===== config.mk =====
export PLATFORM = sky130hd
export DESIGN_NAME = exception_ctrl
export DESIGN_NICKNAME = d
export VERILOG_FILES = /design/src/rtl/exception_ctrl.sv
export SDC_FILE = /design/constraint.sdc
export NUM_CORES = 1
export LEC_CHECK = 0
export CORE_MARGIN = 2
export CORE_UTILIZATION = 39
export CTS_CLUSTER_SIZE = 28
export DETAILED_ROUTE_END_ITERATION = 7
export GPL_TIMING_DRIVEN = 0
export PLACE_DENSITY = 0.79
export SLEW_MARGIN = 0
export SYNTH_ARGS = -nofsm -noshare
export SYNTH_HDL_FRONTEND = slang
export SYNTH_SLANG_ARGS = --single-unit

===== constraint.sdc =====
create_clock -name CLK -period 1.6 [get_ports CLK]
set_input_delay 0.16 -clock CLK [delete_from_list [all_inputs] [get_ports CLK]]
set_output_delay 0.16 -clock CLK [all_outputs]
set_load 0.02 [all_outputs]

===== src/rtl/exception_ctrl.sv =====
// Exception/ERET sequencer: flush, CP0 update pulse, then fetch redirect.
// Optional EXC_COUNT_EN adds a saturating 16-bit exception-entry counter.
module exception_ctrl #(
  parameter logic [31:0] EXC_VECTOR = 32'h00000180
) (
  input  logic        CLK,
  input  logic        RESET_N,
  input  logic        WB_VALID,
  input  logic [31:0] WB_PC,
  input  logic        WB_DELAY_SLOT,
  input  logic [5:0]  WB_EXC,
  input  logic [31:0] WB_BAD_VA,
  input  logic        WB_ERET,
  input  logic        INT_COUNTER,
  input  logic [31:0] EPC_Q,
  output logic        E_ENTER,
  output logic        ERET,
  output logic [4:0]  CAUSE,
  output logic [31:0] EPC,
  output logic [31:0] BAD_VA,
  output logic        DELAY_SLOT,
  output logic        FLUSH,
  output logic        REDIRECT_VALID,
  output logic [31:0] REDIRECT_PC,
  input  logic        REDIRECT_READY
`ifdef EXC_COUNT_EN
  ,
  output logic [15:0] EXC_COUNT
`endif
);

  localparam logic [1:0] IDLE     = 2'd0;
  localparam logic [1:0] ENTER    = 2'd1;
  localparam logic [1:0] REDIRECT = 2'd2;

  logic [1:0]  state;
  logic        exc_hit;
  logic        ev;
  logic        eret_d;
  logic [4:0]  cause_d;
  logic [31:0] epc_d;
  logic [31:0] bad_d;

  logic        eret_q;
  logic [4:0]  cause_q;
  logic [31:0] epc_q;
  logic [31:0] bad_q;
  logic        ds_q;
  logic        hold_q;
  logic [31:0] pc_hold;
  logic [31:0] pc_live;

  // WB_EXC = {OV, BRK, SYS, RI, ADES, ADEL}
  always_comb begin
    exc_hit = WB_VALID & (|WB_EXC);
    ev      = INT_COUNTER | exc_hit | (WB_VALID & WB_ERET);
    eret_d  = ~INT_COUNTER & ~exc_hit;
    cause_d = 5'd0;
    if (INT_COUNTER)    cause_d = 5'd0;
    else if (WB_EXC[0]) cause_d = 5'd4;
    else if (WB_EXC[1]) cause_d = 5'd5;
    else if (WB_EXC[2]) cause_d = 5'd10;
    else if (WB_EXC[3]) cause_d = 5'd8;
    else if (WB_EXC[4]) cause_d = 5'd9;
    else if (WB_EXC[5]) cause_d = 5'd12;
    epc_d = WB_DELAY_SLOT ? (WB_PC - 32'd4) : WB_PC;
    bad_d = 32'd0;
    if (!INT_COUNTER && WB_VALID && (WB_EXC[0] || WB_EXC[1]))
      bad_d = WB_BAD_VA;
  end

  always_ff @(posedge CLK or negedge RESET_N) begin
    if (!RESET_N) begin
      state   <= IDLE;
      eret_q  <= 1'b0;
      cause_q <= 5'd0;
      epc_q   <= 32'd0;
      bad_q   <= 32'd0;
      ds_q    <= 1'b0;
      hold_q  <= 1'b0;
      pc_hold <= 32'd0;
    end else begin
      unique case (state)
        IDLE: begin
          if (ev) begin
            state   <= ENTER;
            eret_q  <= eret_d;
            cause_q <= eret_d ? 5'd0 : cause_d;
            epc_q   <= epc_d;
            bad_q   <= eret_d ? 32'd0 : bad_d;
            ds_q    <= WB_DELAY_SLOT;
          end
        end
        ENTER: begin
          state  <= REDIRECT;
          hold_q <= 1'b0;
        end
        REDIRECT: begin
          if (REDIRECT_READY) begin
            state  <= IDLE;
            hold_q <= 1'b0;
          end else if (!hold_q) begin
            hold_q  <= 1'b1;
            pc_hold <= pc_live;
          end
        end
        default: state <= IDLE;
      endcase
    end
  end

  // EPC_Q is taken in the first redirect cycle and frozen while stalled
  assign pc_live = eret_q ? EPC_Q : EXC_VECTOR;

  always_comb begin
    E_ENTER        = (state == ENTER) & ~eret_q;
    ERET           = (state == ENTER) & eret_q;
    CAUSE          = cause_q;
    EPC            = epc_q;
    BAD_VA         = bad_q;
    DELAY_SLOT     = ds_q;
    REDIRECT_VALID = (state == REDIRECT);
    REDIRECT_PC    = 32'd0;
    if (state == REDIRECT)
      REDIRECT_PC = hold_q ? pc_hold : pc_live;
    FLUSH = RESET_N & ((state != IDLE) | ev);
  end

`ifdef EXC_COUNT_EN
  always_ff @(posedge CLK or negedge RESET_N) begin
    if (!RESET_N)
      EXC_COUNT <= 16'd0;
    else if (state == ENTER && !eret_q && EXC_COUNT != 16'hFFFF)
      EXC_COUNT <= EXC_COUNT + 16'd1;
  end
`endif

endmodule


==> summary.md <==
| Metric | Value |
|---|---|
| Via Count | 5566 |
| First-pass GRT wire length | 27.5 mm |
| Most common cell after layout, fill and taps aside | clkdlybuf4s50_1 |
| Clk pin slew, worst setup/hold paths | 80 ps |
| Ys flop type | dfrtp_1 |
| Setup slack after layout | -117 ps |
| I/O Pins | 215 |
| Setup_tns | -2910 ps |
| Setup Viol. Count Final | 44 |
| CP Cell Sequence | ha_4 > buf_6 > buf_4 > and2_4 > buf_6 |
| Final hold violation count | 71 |
| Std cell rows | 42 |
| Die area | 14400 sq um |
| Vias in the first global route | 5495 |
| Syn-to-layout area delta | 78.5% |
| Total congestion overflow | 0 |
| Post-place setup slack | -1140 ps |
| Critical Path Sink Type | output port |
| Max-Cap Viols | 0 |
| Mux cell area share after synthesis | 0.00620 |
| Tot Pwr | 15.0 mW |
| Pwr dens | 1600 nW/um^2 |
| CTS tree | built |
| Synthesized cell area | 5250 sq um |
| CP Launch Type | flip-flop |
| Routed vias/inst | 5.39 |
| Gpl congestion | 0.884 |
| Failing checks | negative hold slack, negative setup slack |
| CP most frequent cell | buf_6 |
| WL final | 18.1 mm |
| Simple-gate area share of the yosys netlist | 0.231 |
| Largest family of logic cells by synthesized area | simple AND/OR/NAND/NOR gates |
| CP max FO | 4 |
| Status | complete, but fails checks |
| CP max stage cell | dfrtp_1 |
| Yosys warnings | 0 |
| Initial Util | 0.398 |
| Chip height | 120 um |
| Register area share after synthesis | 0.501 |
| Bufs on Longest Clock Path | 2 |
| HP Class | input port to async pin |
| DR WL/cell | 17.5 um |
| Fin crit share | 1.07 |
| Pre-antenna DRT Iters | 4 |
| Post-synth EDFFs | 0 |
| Minimum hold slack | -165 ps |
| Root Driver | clkbuf_16 |
| Syn avg cell area | 9.05 sq um |
| Inserted Clock Buffers | 9 |
| HPWL after DPL | 11.6 mm |
| Leak | 4.00 nW |
| Critical path's top delay family | flip-flops |
| Antenna diodes | 0 |
| Initial antenna violation count | 0 |
| Final ANT Viol Nets | 0 |
| First-iteration detailed-routing DRC count | 290 |
| Crit-path max cell delay | 440 ps |
| Fmax | 583 MHz |
| Post-Synth XOR/XNOR Area | 0.0234 |
| Worst ir drop on vdd | 1.01 mV |
| Drc violations | 0 |
| WP data required | 1440 ps |
| Total track usage | 0.236 |
| #FFs+latches synth | 105 |
| Core footprint | 13200 sq um |
| Clock skew | 9.49 ps |
| Share of post-route cells with drive strength above 1 | 0.355 |
| CP Class | flip-flop to output port |
| Yosys cell types | 47 |
| Syn_nets | 694 |
| Commonest cells after routing, fill and taps aside | 143 x clkdlybuf4s50_1, 103 x dfrtp_1, 100 x nand2_1 |
| Complex-gate fraction of the synthesized area | 0.188 |
| Largest net degree at the start of global routing | 73 |
| H-Tree Depth | 3 |
| Final Slew Violations | 0 |
| WP data arrival | 1560 ps |
| Die X | 120 um |
| Bufs and invs on worst path | 3 |
| Worst Tran Pin Value | 595 ps |
| Clk Latency, worst-skew pair | 350 ps |
| # clock sinks | 105 |
| CTS Hold Bufs | 3 |
| Unrepaired setup endpoints after global routing | yes |
| Mapped Cells | 580 |
| Post-synthesis adder-cell area fraction | 0.0119 |
| Nets | 966 |
| Slew HR | 0.600 |
| Final Critical Period | 1720 ps |
| Synth async-reset ratio | 1.00 |
| PortBufs | 212 |
==> through the flow <==
stage               instances  utilization  cell area (sq um)
global placement          968        0.580               7650
floorplan                 580            -               5300
CTS                      1019        0.668               8810
detailed placement        969        0.582               7670
finish                   1033        0.710               9370
global route             1033        0.710               9370
==> flip-flops by register name (all words and copies together) (netlist names) <==
register	count
EPC	32
BAD_VA	32
DELAY_SLOT	1
state	2
hold_q	1
pc_hold	32
CAUSE	4
eret_q	1
==> cell type report <==
type | instances | area, sq um
fill | 939 | 3820
multi-input combinational | 426 | 3010
timing repair buffer | 264 | 2700
sequential | 105 | 2630
buffer | 40 | 485
clock buffer | 10 | 239
tap | 176 | 220
clock inverter | 6 | 56.3
inverter | 6 | 30.0
==> final timing paths <==
check	from	end	slack (ps)	cells after the start
max	state[1]$_DFFE_PN0P_	REDIRECT_PC[0]	-120	5
max reg2reg	state[0]$_DFFE_PN0P_	EPC[31]$_DFFE_PN0P_	-60	9
min in group CLK	WB_PC[20]	EPC[20]$_DFFE_PN0P_	110	3
max in group asynchronous	RESET_N	EPC[9]$_DFFE_PN0P_	940	4
min	RESET_N	BAD_VA[21]$_DFFE_PN0P_	-160	2
min reg2reg	pc_hold[17]$_DFFE_PN0P_	pc_hold[17]$_DFFE_PN0P_	490	2
==> timing repair <==
| item | 4_1_cts | 5_1_grt |
|---|---|---|
| buffers inserted | 29 | 11 |
| endpoints found under the setup margin | 138 | 135 |
| gates resized for setup | 455 | 183 |
| pin swaps | 53 | 23 |
| cloned | 5 | 4 |
| hold endpoints to repair | 34 | 71 |
==> metal layers <==
| metal | share of wire | global-route usage |
|---|---|---|
| met1 | 0.41 | 0.304 |
| met2 | 0.52 | 0.397 |
| met3 | 0.054 | 0.0404 |
| met4 | 0.020 | 0.0897 |
| met5 | 0 | 0 |
==> logic make-up after synthesis <==
kind of cell / Yosys count
and+or+nand+nor: 247
buffers and inverters: 49
other: 1
adders and majority gates: 5
AOI/OAI and AO/OA: 156
xor gates and xnor gates: 14
muxes: 3
DFF: 105
==> synthesized netlist by cell type, drive strengths merged (3+ instances only) <==
master,number,area (sq um)
xor2,6,52.6
a22o,33,289
o21ai,85,425
nand4,5,31.3
o31ai,9,67.6
dfrtp,105,2630
nand2,125,469
or4,14,108
nor4,8,50.1
clkbuf,31,118
o41ai,5,43.8
ha,5,62.6
and2,33,206
buf,12,58.8
a31oi,16,100
xnor2,8,70.1
nand2b,4,25.0
inv,6,22.5
nor3,8,40.0
nor2,23,86.3
or3,9,61.3
or2,3,18.8
nand3,3,15.0
==> where the power goes <==
part | leakage [nW] | total, mW | internal (mW) | switching (mW)
logic | 2.50 | 8.31 | 4.18 | 4.13
clock network | 0.144 | 2.21 | 1.14 | 1.07
registers | 1.36 | 4.44 | 3.74 | 0.699
Power figures use the tool's default switching activity.
==> RTL change 1 (config.mk and constraints unchanged) <==
Build with the macro `EXC_COUNT_EN` defined.
--- a/src/rtl/exception_ctrl.sv
+++ b/src/rtl/exception_ctrl.sv
@@ -1,5 +1,7 @@
 // Exception/ERET sequencer: flush, CP0 update pulse, then fetch redirect.
 // Optional EXC_COUNT_EN adds a saturating 16-bit exception-entry counter.
+`define EXC_COUNT_EN
+
 module exception_ctrl #(
   parameter logic [31:0] EXC_VECTOR = 32'h00000180
 ) (
Check against the original RTL (old outputs only; new: EXC_COUNT): equivalent (equiv_simple and equiv_induct, registers matched by name and starting in step).
==> RTL change 1 against the original RTL <==
The flow still finishes with violations (hold timing, setup timing); wire length up 31%; non-clock buffer count up 31; first-iteration DRC count down 2.4%; total power up 32%; sequential cell count up 16; worst setup slack worse by 220 ps; clock skew down 3.0 ps; final area up 20%; fmax down 12%; area after synthesis up 13%; highest routed layer is now met5.
==> RTL change 1: results (changes against the original RTL) <==
Outcome
* complete, but fails checks — result of the run
* hold timing, setup timing — violated checks

STA
* 605 ps — transition time at the pin with the least slew margin, +9.66 ps
* 57 — final hold vios, -20%
* 81 — setup violation total in the final timing report, +84%
* 6.45 ps — worst clock skew on the final layout, -3.05 ps
* -280 ps — worst hold margin, -115 ps
* -341 ps — setup ws final, -224 ps

Routing
* 283 — initial drt markers, -2.4%
* 5.43 — via count normalized by instance count, +0.80%
* 20.6 um — routed wire length per instance, +18%

Setup path
* state[1] — start of the worst register-to-register path
* 8 — number of cell instances on the worst register-to-register path, -1
* simple AND/OR/NAND/NOR gates — family with the most delay on the worst path
* 400 ps — longest individual stage delay on the worst path, -40 ps
* 3 — Max FO, Critical Path, -1
* 1780 ps — data arrival time at the worst-slack endpoint, +220 ps

Finish
* 1065 — fin nets, +10%
* 969 — fill cell instance count of the final layout, +3.2%
* 40.0% — fraction of final layout cells sized beyond drive strength 1, +4.5 points

Synth
* 15.2% — fraction of the mapped netlist area in compound gates, -3.7 points
* 51.0% — fraction of the yosys area taken by sequential cells, +0.95 points
* 6.20% — Synth Area in XOR/XNOR, +3.9 points
* 748 — synthesized net count, +7.8%

CTS
* 17 — number of CTS-inserted buffers, +8
* 420 ps — source-to-sink clock delay at the later pin of the worst-skew pair, +70 ps

GRT
* 31300 um — wire length of the first global-routing pass, +14%
* 6063 — number of global-route vias before repair, +10%
* 65 — largest net degree at the start of global routing, -11%
* 24.7% — overall routing resource usage, +1.1 points

Placement
* 229 — Port Buffer Count, +8.0%

==> RTL change 1: cell count changes after synthesis, sizes merged, moves of 7 or more <==
cell	before	now
nor2	23	81
dfrtp	105	121
mux2	2	9
xor2	6	25
and2	33	2
a31oi	16	1
nand2	125	111
o31ai	9	1
o21ai	85	66
xnor2	8	17
a21oi	2	34
or4	14	2
nand4	5	13
nand3	3	11
==> RTL change 1: final cells by class <==
class | instances | area, um^2 | share of cell area (%)
diodes | 3 | 7.51 | 0.0666
plain buffers | 35 | 503 | 4.46
clock buffers | 24 | 472 | 4.18
clock inverters | 8 | 143 | 1.27
inverters | 7 | 46.3 | 0.411
multi-input cells | 467 | 3780 | 33.5
flip-flops and latches | 121 | 3030 | 26.9
well taps | 188 | 235 | 2.09
repair buffers | 300 | 3050 | 27.0
repair inverters | 1 | 6.26 | 0.0555
==> RTL change 1: stage by stage <==
stage	total power [mW]	TNS [ps]	setup slack (ps)	hold slack [ps]	cell area (um^2)
after global routing	20.6	-20260	-383	-241	11300
after global placement	11.4	-644960	-5050	461	8530
final	19.8	-16040	-341	-280	11300
after detailed placement	11.6	-86840	-943	169	8560
after floorplan	8.51	-720	-140	-136	6000
after CTS	17.5	-17800	-306	-273	10100
==> RTL change 1: repair_timing <==
item,4_1_cts,5_1_grt
cloned,15,3
gates resized for setup,385,276
hold endpoints to repair,57,57
setup endpoints to repair,171,163
pin swaps,52,49
buffers inserted,31,26
==> RTL change 1: routing by layer <==
layer / track usage (%) / vias to the layer above / share of wire [%]
li1: - / 2837 / -
met1: 28.7 / 3038 / 37
met2: 41.7 / 297 / 51
met3: 8.29 / 94 / 7.0
met4: 11.0 / 2 / 4.5
met5: 0 / - / 0.055
==> RTL change 1: how the worst max path moves through the flow <==
stage / startpoint / end / slack [ps] / depth (start not counted)
after floorplan: EXC_COUNT[6] / EXC_COUNT[1] / -140 / 4
after global placement: RESET_N / EXC_COUNT[5] / -5050 / 1
after detailed placement: WB_EXC[2] / FLUSH / -940 / 6
after CTS: state[0] / FLUSH / -310 / 5
after global routing: state[0] / FLUSH / -380 / 5
final: state[0] / FLUSH / -340 / 5
==> RTL change 1: power by group through the flow <==
| stage | Clock, mW | Combinational (mW) | Sequential, mW |
|---|---|---|---|
| after floorplan | 0 | 2.72 | 5.79 |
| after global placement | 0 | 6.51 | 4.92 |
| after detailed placement | 0 | 6.61 | 4.95 |
| after CTS | 4.11 | 8.40 | 5.01 |
| after global routing | 4.26 | 10.9 | 5.37 |
| final | 4.10 | 10.4 | 5.26 |
==> RTL change 1: logic make-up after synthesis <==
| group | Yosys count |
|---|---|
| DFF | 121 |
| muxes | 9 |
| and+or+nand+nor | 268 |
| AOI/OAI and AO/OA | 141 |
| adders and majority gates | 6 |
| other | 1 |
| xor gates and xnor gates | 42 |
| buffers and inverters | 45 |
==> RTL change 2 (same flow settings) <==
Without the edit above. Register the output `REDIRECT_PC`, with the module's reset; this adds one clock of latency there. The other outputs are not delayed to match.
--- a/src/rtl/exception_ctrl.sv
+++ b/src/rtl/exception_ctrl.sv
@@ -32,6 +32,8 @@
   localparam logic [1:0] IDLE     = 2'd0;
   localparam logic [1:0] ENTER    = 2'd1;
   localparam logic [1:0] REDIRECT = 2'd2;
+
+  logic [31:0] REDIRECT_PC_d;
 
   logic [1:0]  state;
   logic        exc_hit;
@@ -120,9 +122,9 @@
     BAD_VA         = bad_q;
     DELAY_SLOT     = ds_q;
     REDIRECT_VALID = (state == REDIRECT);
-    REDIRECT_PC    = 32'd0;
+    REDIRECT_PC_d  = 32'd0;
     if (state == REDIRECT)
-      REDIRECT_PC = hold_q ? pc_hold : pc_live;
+      REDIRECT_PC_d = hold_q ? pc_hold : pc_live;
     FLUSH = RESET_N & ((state != IDLE) | ev);
   end
 
@@ -135,5 +137,13 @@
   end
 `endif
 
+  always_ff @(posedge CLK or negedge RESET_N) begin
+    if (!RESET_N) begin
+      REDIRECT_PC <= '0;
+    end else begin
+      REDIRECT_PC <= REDIRECT_PC_d;
+    end
+  end
+
 endmodule
 
Check against the original RTL: not equivalent (a bounded check fails within 4 cycles, from zero or initial values and one cycle with RESET_N low).
==> RTL change 2 against the original RTL <==
The run still ends with hold timing, setup timing left; combinational power fell by 23%; worst setup slack improved by 78 ps; synthesized cell count increased by 5.7%; utilization decreased by 7.7 points; worst hold slack worse by 110 ps; global-route usage fell by 3.0 points; final area increased by 2.7%; critical path depth grew 2; area after synthesis grew 16%; total power grew 5.5%; sequential cell count grew 32; wire length decreased by 3.6%; die area grew 15%.
==> RTL change 2: results (changes against the original RTL) <==
Routing
* 5530 — vias after detailed routing, -0.65%
* 17400 um — final wirelength, -3.6%
* 5 — iteration count of the initial detailed-routing pass, +1

Pwr
* 0.854 mV — maximum ir drop on the vdd rail, -15%
* 5.29 mW — total sequential power, +19%
* 4.05 mW — clock network power consumption, +83%
* 4.29 nW — Static Leakage, +7.2%
* 10.2 mW — cell-internal power, +12%
* 33.5% — Flop pwr share, +3.8 points

Synth
* 56.5% — fraction of the yosys area taken by sequential cells, +6.4 points
* sky130_fd_sc_hd__dfrtp_1, sky130_fd_sc_hd__nand2_1, sky130_fd_sc_hd__o21ai_0 — top cells by count, synth
* 46 — number of distinct library cells after synthesis, -2.1%
* sky130_fd_sc_hd__dfrtp_1, sky130_fd_sc_hd__nand2_1, sky130_fd_sc_hd__o21ai_0, sky130_fd_sc_hd__a22o_1, sky130_fd_sc_hd__and2_1 — largest cells by area after synthesis

STA
* 504 ps — transition time at the pin with the least slew margin, -91.5 ps
* 58 — final hold vios, -18%
* 6.54 ps — worst clock skew on the final layout, -2.95 ps
* -276 ps — worst hold margin, -111 ps
* 2 — setup violation total in the final timing report, -95%
* -38.9 ps — setup ws final, +77.8 ps

Die
* 188 — Tap Cells, +6.8%

Setup path
* 410 ps — longest individual stage delay on the worst path, -30 ps
* EPC[12] — RR Endpoint
* simple AND/OR/NAND/NOR gates — family with the most delay on the worst path
* 7 — number of cell instances on the worst register-to-register path, -2
* sky130_fd_sc_hd__or4_4 — Slowest-stage cell, CP
* 5 — Max FO, Critical Path, +1
* EPC[12] — Setup crit end

Placement
* 11800 um — half-perimeter wire length of the detailed placement result, +1.8%
* 8480 um^2 — placement-stage cell area, +11%
* 0.800 — routability-driven placement congestion ratio, -9.5%
* 211 — Port Buffer Count, -0.47%

Finish
* 428 — number of multi-input logic gates, +0.47%
* 27.6% — share of final layout cell area taken by non-clock buffers, -6.4 points
* 2660 um^2 — area of combinational cells with multiple inputs, -11%
* 977 — fin nets, +1.1%
* 35.6% — sequential share of cell area, +7.6 points
* 13.7% — fraction of final layout cells sized beyond drive strength 1, -22 points
* 273 — non-clock buffer count, -10%
* 22 — count of clock buffers in the final design, +12

GRT
* 5242 — number of global-route vias before repair, -4.6%
* 81 — largest net degree at the start of global routing, +11%
* 20.6% — overall routing resource usage, -3.0 points

CTS
* 410 ps — source-to-sink clock delay at the later pin of the worst-skew pair, +60 ps
* 17 — number of CTS-inserted buffers, +8
* 4 — level count of the clock H-tree, +1

Outcome
* hold timing, setup timing — violated checks
* complete, but fails checks — result of the run

==> RTL change 2: cell types whose count changed in the layout (fill, tap and decap cells not counted), moves of 13 or more <==
cell and change:
sky130_fd_sc_hd__buf_6 -53, sky130_fd_sc_hd__o21ai_0 +50, sky130_fd_sc_hd__dfrtp_1 +33, sky130_fd_sc_hd__and2_1 +32, sky130_fd_sc_hd__and2_4 -32, sky130_fd_sc_hd__o21ai_1 -26
sky130_fd_sc_hd__o21ai_2 -26, sky130_fd_sc_hd__nand2_1 +24, sky130_fd_sc_hd__clkdlybuf4s50_1 +23, sky130_fd_sc_hd__dlymetal6s2s_1 +20, sky130_fd_sc_hd__nor2_1 +19, sky130_fd_sc_hd__nand2_2 -18
sky130_fd_sc_hd__buf_8 -13
==> RTL change 2: stage by stage <==
step	cells	util [%]	worst slack, ps
after floorplan	613	-	-13.4
after global placement	1012	55.6	-5140
after detailed placement	1013	55.8	-868
after CTS	1058	61.5	-42.5
after global routing	1064	63.3	-101
final	1064	63.3	-38.9
==> RTL change 2: what timing repair did <==
item,in CTS,in global routing
setup buffers,15,6
pin swaps,12,17
gates cloned,0,2
hold endpoints to repair,58,58
gates resized for setup,83,81
setup endpoints to repair,108,144
==> RTL change 2: cell families after synthesis <==
group	after synthesis	synth area share, %
buffers and inverters	48	3.24
xor gates and xnor gates	10	1.44
and+or+nand+nor	250	20.7
muxes	3	0.536
adders and majority gates	5	1.03
other	1	0.0618
DFF	137	56.5
AOI/OAI and AO/OA	159	16.5
==> RTL change 2: per-layer routing <==
| metal | GRT usage (%) | up-vias | part of all wire (%) |
|---|---|---|---|
| met5 | 0 | - | 0 |
| met4 | 6.71 | 0 | 1.2 |
| met3 | 6.15 | 18 | 6.5 |
| met2 | 33.9 | 221 | 51 |
| met1 | 26.2 | 2631 | 42 |
| li1 | - | 2660 | - |
